`src/rtl/a2_bus_timing_gen.sv`:
```
// rtl/a2_bus_timing_gen.sv - Apple IIe bus timing generator for the aux-slot DRAM interface
//
// Purpose: derives the system clocks, multiplexed DRAM strobes/address and
// slot selects from C14M. Each CPU cycle is 14 C14M ticks (T0..13). Every
// 65th cycle (N = 64) is stretched to 16 ticks (T0..15). T0..6 is the video
// half (PHI1) and T7..last is the CPU half (PHI0).
//
// Ports:
//   C14M     in   master clock, all state changes on its rising edge
//   nRES     in   asynchronous active-low reset
//   VID_A    in   video fetch address, latched at the edge entering T0
//   VID80    in   video fetch targets aux RAM, latched with VID_A
//   CPU_A    in   CPU address, latched at the edge entering T7
//   CPU_RnW  in   CPU read (1) / write (0), latched with CPU_A
//   CPU_AUX  in   CPU access targets aux RAM, latched with CPU_A
//   C7M, Q3, PHI0, PHI1   out  system clocks
//   nPRAS, nPCAS          out  DRAM row/column strobes
//   MA                    out  multiplexed DRAM row/column address
//   nWE, nWE80, nEN80, nC07X  out  slot write, aux write, aux enable, $C07x select
//   CPU_ACK               out  one-tick pulse in the last PHI0 tick

module a2_bus_timing_gen (
  input  logic        C14M,
  input  logic        nRES,
  input  logic [15:0] VID_A,
  input  logic        VID80,
  input  logic [15:0] CPU_A,
  input  logic        CPU_RnW,
  input  logic        CPU_AUX,
  output logic        C7M,
  output logic        Q3,
  output logic        PHI0,
  output logic        PHI1,
  output logic        nPRAS,
  output logic        nPCAS,
  output logic [7:0]  MA,
  output logic        nWE,
  output logic        nWE80,
  output logic        nEN80,
  output logic        nC07X,
  output logic        CPU_ACK
);

  // ST_RESET is the parked state after reset; the first edge out of it
  // loads T0, so reset itself is not counted as a tick.
  typedef enum logic {ST_RESET, ST_RUN} state_t;

  state_t      state;
  logic [3:0]  t;
  logic [6:0]  n;
  logic [15:0] va;
  logic [15:0] ca;
  logic        v80;
  logic        cw;
  logic        cx;

  // Next-tick state. Outputs are registered from these so that every output
  // reflects the tick being entered, including freshly latched addresses.
  logic [3:0]  t_nx;
  logic [6:0]  n_nx;
  logic [15:0] va_nx;
  logic [15:0] ca_nx;
  logic        v80_nx;
  logic        cw_nx;
  logic        cx_nx;
  logic [3:0]  last_tick;
  logic [3:0]  last_tick_nx;

  logic        c7m_nx;
  logic        q3_nx;
  logic        phi0_nx;
  logic        phi1_nx;
  logic        npras_nx;
  logic        npcas_nx;
  logic [7:0]  ma_nx;
  logic        nwe_nx;
  logic        nwe80_nx;
  logic        nen80_nx;
  logic        nc07x_nx;
  logic        ack_nx;

  assign last_tick = (n == 7'd64) ? 4'd15 : 4'd13;

  always_comb begin
    t_nx = 4'd0;
    n_nx = 7'd0;
    if (state == ST_RUN) begin
      if (t == last_tick) begin
        t_nx = 4'd0;
        n_nx = (n == 7'd64) ? 7'd0 : n + 7'd1;
      end else begin
        t_nx = t + 4'd1;
        n_nx = n;
      end
    end
  end

  always_comb begin
    va_nx  = va;
    v80_nx = v80;
    ca_nx  = ca;
    cw_nx  = cw;
    cx_nx  = cx;
    if (t_nx == 4'd0) begin
      va_nx  = VID_A;
      v80_nx = VID80;
    end
    if (t_nx == 4'd7) begin
      ca_nx = CPU_A;
      cw_nx = CPU_RnW;
      cx_nx = CPU_AUX;
    end
  end

  assign last_tick_nx = (n_nx == 7'd64) ? 4'd15 : 4'd13;

  always_comb begin
    c7m_nx   = ~t_nx[0];
    phi1_nx  = (t_nx <= 4'd6);
    phi0_nx  = (t_nx >= 4'd7);
    // Q3 stays low through the stretch ticks T14..15.
    q3_nx    = (t_nx <= 4'd3) || ((t_nx >= 4'd7) && (t_nx <= 4'd10));
    ack_nx   = (t_nx == last_tick_nx);
    ma_nx    = 8'h00;
    npras_nx = 1'b1;
    npcas_nx = 1'b1;
    nwe_nx   = 1'b1;
    nwe80_nx = 1'b1;
    nen80_nx = 1'b1;
    nc07x_nx = 1'b1;
    if (t_nx <= 4'd6) begin
      // Video half: row then column of the video address.
      ma_nx    = (t_nx <= 4'd3) ? va_nx[7:0] : va_nx[15:8];
      npras_nx = ~(t_nx >= 4'd2);
      npcas_nx = ~(t_nx >= 4'd4);
      nen80_nx = ~v80_nx;
    end else begin
      // CPU half: T7..8 precharge, RAS from T9, CAS and column from T11.
      ma_nx    = (t_nx <= 4'd10) ? ca_nx[7:0] : ca_nx[15:8];
      npras_nx = ~(t_nx >= 4'd9);
      npcas_nx = ~(t_nx >= 4'd11);
      if (t_nx >= 4'd9) begin
        nwe_nx   = cw_nx;
        nwe80_nx = ~(~cw_nx & cx_nx);
      end
      nen80_nx = ~cx_nx;
      nc07x_nx = ~(ca_nx[15:4] == 12'hC07);
    end
  end

  always_ff @(posedge C14M or negedge nRES) begin
    if (!nRES) begin
      state   <= ST_RESET;
      t       <= 4'd0;
      n       <= 7'd0;
      va      <= 16'h0000;
      ca      <= 16'h0000;
      v80     <= 1'b0;
      cw      <= 1'b1;
      cx      <= 1'b0;
      C7M     <= 1'b0;
      Q3      <= 1'b0;
      PHI0    <= 1'b0;
      PHI1    <= 1'b1;
      nPRAS   <= 1'b1;
      nPCAS   <= 1'b1;
      MA      <= 8'h00;
      nWE     <= 1'b1;
      nWE80   <= 1'b1;
      nEN80   <= 1'b1;
      nC07X   <= 1'b1;
      CPU_ACK <= 1'b0;
    end else begin
      state   <= ST_RUN;
      t       <= t_nx;
      n       <= n_nx;
      va      <= va_nx;
      ca      <= ca_nx;
      v80     <= v80_nx;
      cw      <= cw_nx;
      cx      <= cx_nx;
      C7M     <= c7m_nx;
      Q3      <= q3_nx;
      PHI0    <= phi0_nx;
      PHI1    <= phi1_nx;
      nPRAS   <= npras_nx;
      nPCAS   <= npcas_nx;
      MA      <= ma_nx;
      nWE     <= nwe_nx;
      nWE80   <= nwe80_nx;
      nEN80   <= nen80_nx;
      nC07X   <= nc07x_nx;
      CPU_ACK <= ack_nx;
    end
  end

endmodule

```
`config.mk`:
```
export PLATFORM = sky130hd
export DESIGN_NAME = a2_bus_timing_gen
export DESIGN_NICKNAME = d
export VERILOG_FILES = /design/src/rtl/a2_bus_timing_gen.sv
export SDC_FILE = /design/constraint.sdc
export NUM_CORES = 1
export LEC_CHECK = 0
export ABC_AREA = 1
export CAP_MARGIN = 20
export CORE_MARGIN = 2
export CORE_UTILIZATION = 47
export DETAILED_ROUTE_END_ITERATION = 16
export PLACE_DENSITY = 0.72
export SETUP_SLACK_MARGIN = 0.1
export SLEW_MARGIN = 5
export SYNTH_ARGS = -nofsm -noshare
export SYNTH_HDL_FRONTEND = slang
export SYNTH_SLANG_ARGS = --single-unit
```
`constraint.sdc`:
```
create_clock -name C14M -period 2 [get_ports C14M]
set_clock_uncertainty 0.05 [all_clocks]
set_input_delay 0.3 -clock C14M [delete_from_list [all_inputs] [get_ports C14M]]
set_output_delay 0.3 -clock C14M [all_outputs]
set_load 0.05 [all_outputs]
```
==> out/metrics.cfg <==
[drt]
vias = 2777
vias_per_cell = 4.96
avgRoutedWirePerCell_um = 15.1
drc = 0
ant_nets = 0
drt-pass1-iter-count = 4
finalWirelength_um = 8470
drt_iter0_drc = 154

[sta]
hold_slack_ns = 0.287
finalWorstSetupSlack_ns = -0.138
slew_viol_final = 0
setup_violations = 15
worstMarginPinSlew_ns = 0.508
period_share = 1.07
setup_tns_ns = -1.36
final-hold-violation-count = 0
slew_headroom = 0.660
post-route-min-period_ns = 2.14
fmax_ghz = 0.468
rsz0062_at_grt = yes

[synthesis]
yosysTopAreaCellShare = 0.465
synth_area_leaders = dfrtp_1, nand2_1, dfstp_2, inv_1, nand3_1
netlist_instances = 373
synth_commonest_cells = nand2_1, dfrtp_1, inv_1, nand3_1, o21ai_0
synth_area_per_cell_sq_um = 8.38
synth_edf_count = 0
yosysSeqAreaShare = 0.532
synthDistinctLibCells = 30
synth_fp_nets = 413
yosys_warnings = 0
synth_seq_cells = 66
synth_top_area_cell = dfrtp_1
synth.most_common_cell = nand2_1
synthArstFlopShare = 1.00
synth_ff_type = dfrtp_1
synthesis.area_sq_um = 3120

[clock_network]
htreeDepth = 3
cts_buffers = 9
clkTransAtPathRegs_ns = 0.08
cts.sinks = 66
cts_tree = done
cts_root_buf = clkbuf_8
clockBufferDepth = 2
clock_latency_ns = 0.35

[power_and_ir_drop]
totalPowerFinal_mw = 4.22
vdd_drop_max_uv = 768
p_per_area_nw_per_um2 = 904
p_leak_nw = 2.32

[floorplan]
die_w_um = 85.5
dieHeight_um = 85.5
io_pins = 56
start_util = 0.489
core-area_sq_um = 6390
die_area_sq_um = 7320
row_count = 29

[finish]
final_nets = 518
drive_gt1_frac = 0.358
fill_cells = 487
n_antenna_cell = 0
synthToLayoutAreaGrowth_pct = 49.3

[worst_setup_path]
required_ns = 2.24
crit_fanout = 8
rr_worst_depth = 13
worstPathArrival_ns = 2.37
crit_type = reg2reg
worst_setup_path_end_kind = flop
start_kind = flop

[global_route]
grt_max_degree = 43
gr-total-overflow = 0
grt_pass1_vias = 2824
grt_pass1_wl_um = 12900
antenna_found_initial = 0
track_usage = 0.230

[status]
outcome = finished, violations left
violations = negative setup slack

[placement]
hpwl_um = 4990
io_buffers = 55
gp_congestion = 0.896

[worst_hold_path]
min_path_type = in2async

[run]
maxCapViolations = 0

metrics by stage:
stage | utilization | cell area [sq um] | worst slack [ns] | cells
final | 0.731 | 4670 | -0.138 | 560
after global placement | 0.617 | 3940 | 0.00117 | 527
after detailed placement | 0.617 | 3940 | -0.0338 | 527
after CTS | 0.680 | 4340 | -0.0184 | 556
after floorplan | - | 3140 | 0.114 | 373
after global routing | 0.731 | 4670 | -0.212 | 560
path summary, 6_finish.rpt:
path | start | to | slack [ns]
min in group C14M | va[3]$_DFF_PN0_ | va[3]$_DFF_PN0_ | 0.42
max in group asynchronous | nRES | nC07X$_DFF_PN1_ | 1.04
worst min register to register | va[3]$_DFF_PN0_ | va[3]$_DFF_PN0_ | 0.42
worst max register to register | n[1]$_DFF_PN0_ | MA[4]$_DFF_PN0_ | -0.14
worst min-delay path | nRES | CPU_ACK$_DFF_PN0_ | 0.29
worst max-delay path | n[1]$_DFF_PN0_ | MA[4]$_DFF_PN0_ | -0.14
sequential cells by signal, indices dropped and copies added (netlist names), 4 cells and up:
| name | cells |
|---|---|
| n | 7 |
| t | 4 |
| va | 16 |
| ca | 16 |
| MA | 8 |
final cells by class:
cell class              count  area [sq um]  area share
clock buffers              10           138      0.0295
clock inverters             6          88.8      0.0190
flip-flops and latches     66          1660       0.356
inverters                  53           215      0.0461
multi-input cells         247          1490       0.320
repair buffers            101           972       0.208
well taps                  77          96.3      0.0206
power by group:
| part | internal, mW | leakage (nW) | switching [mW] |
|---|---|---|---|
| registers | 1.62 | 0.779 | 0.118 |
| clock network | 0.737 | 0.109 | 0.548 |
| logic | 0.484 | 1.43 | 0.706 |
| total | 2.85 | 2.32 | 1.37 |
worst max-delay path: stages, from the launching register on:
cell and delay (ns):
dfrtp_1 0.39, inv_2 0.09, ha_4 0.14, nand2_2 0.05, inv_2 0.06, nand4_1 0.16, nand3_4 0.15, buf_12 0.15
nand3_4 0.12, nor2_4 0.28, nand2_1 0.14, nand2_1 0.12, nand2_1 0.07, nand3_1 0.09
kinds of logic (layout without fill, tap and decap cells):
group	count (synthesis)	after routing	synth area share
and+or+nand+nor	209	210	0.304
other	1	1	0.00120
xor gates and xnor gates	2	2	0.00801
AOI/OAI and AO/OA	31	31	0.0549
buffers and inverters	61	170	0.0881
DFF	66	66	0.532
adders and majority gates	3	3	0.0120
metal layers:
layer,global-route usage,up-vias,share of wire
li1,-,1347,-
met5,0,-,0
met3,0.0346,13,0.041
met4,0.121,0,0.020
met2,0.390,78,0.53
met1,0.283,1339,0.41
timing repair:
item,4_1_cts,5_1_grt
resized for setup,22,84
buffers inserted,10,5
hold buffers,1,0
cloned,2,1
pin swaps,7,27
endpoints found under the hold margin,6,0
endpoints found under the setup margin,18,51
placed cells by master (no fill, tap or decap), types with 8 or more instances in the layout:
cell type,netlist,layout
nand2_2,11,37
nand2_4,1,13
nand2_1,148,110
nand3_2,2,12
buf_4,3,38
nand3_1,19,9
o21ai_0,19,12
dfrtp_1,58,57
clkdlybuf4s50_1,0,47
inv_1,50,41
inv_2,1,8
dfstp_2,8,8
nor2_1,15,11
clkbuf_8,0,10
buf_6,1,9
Note: power is estimated with default switching activity, not from simulation.
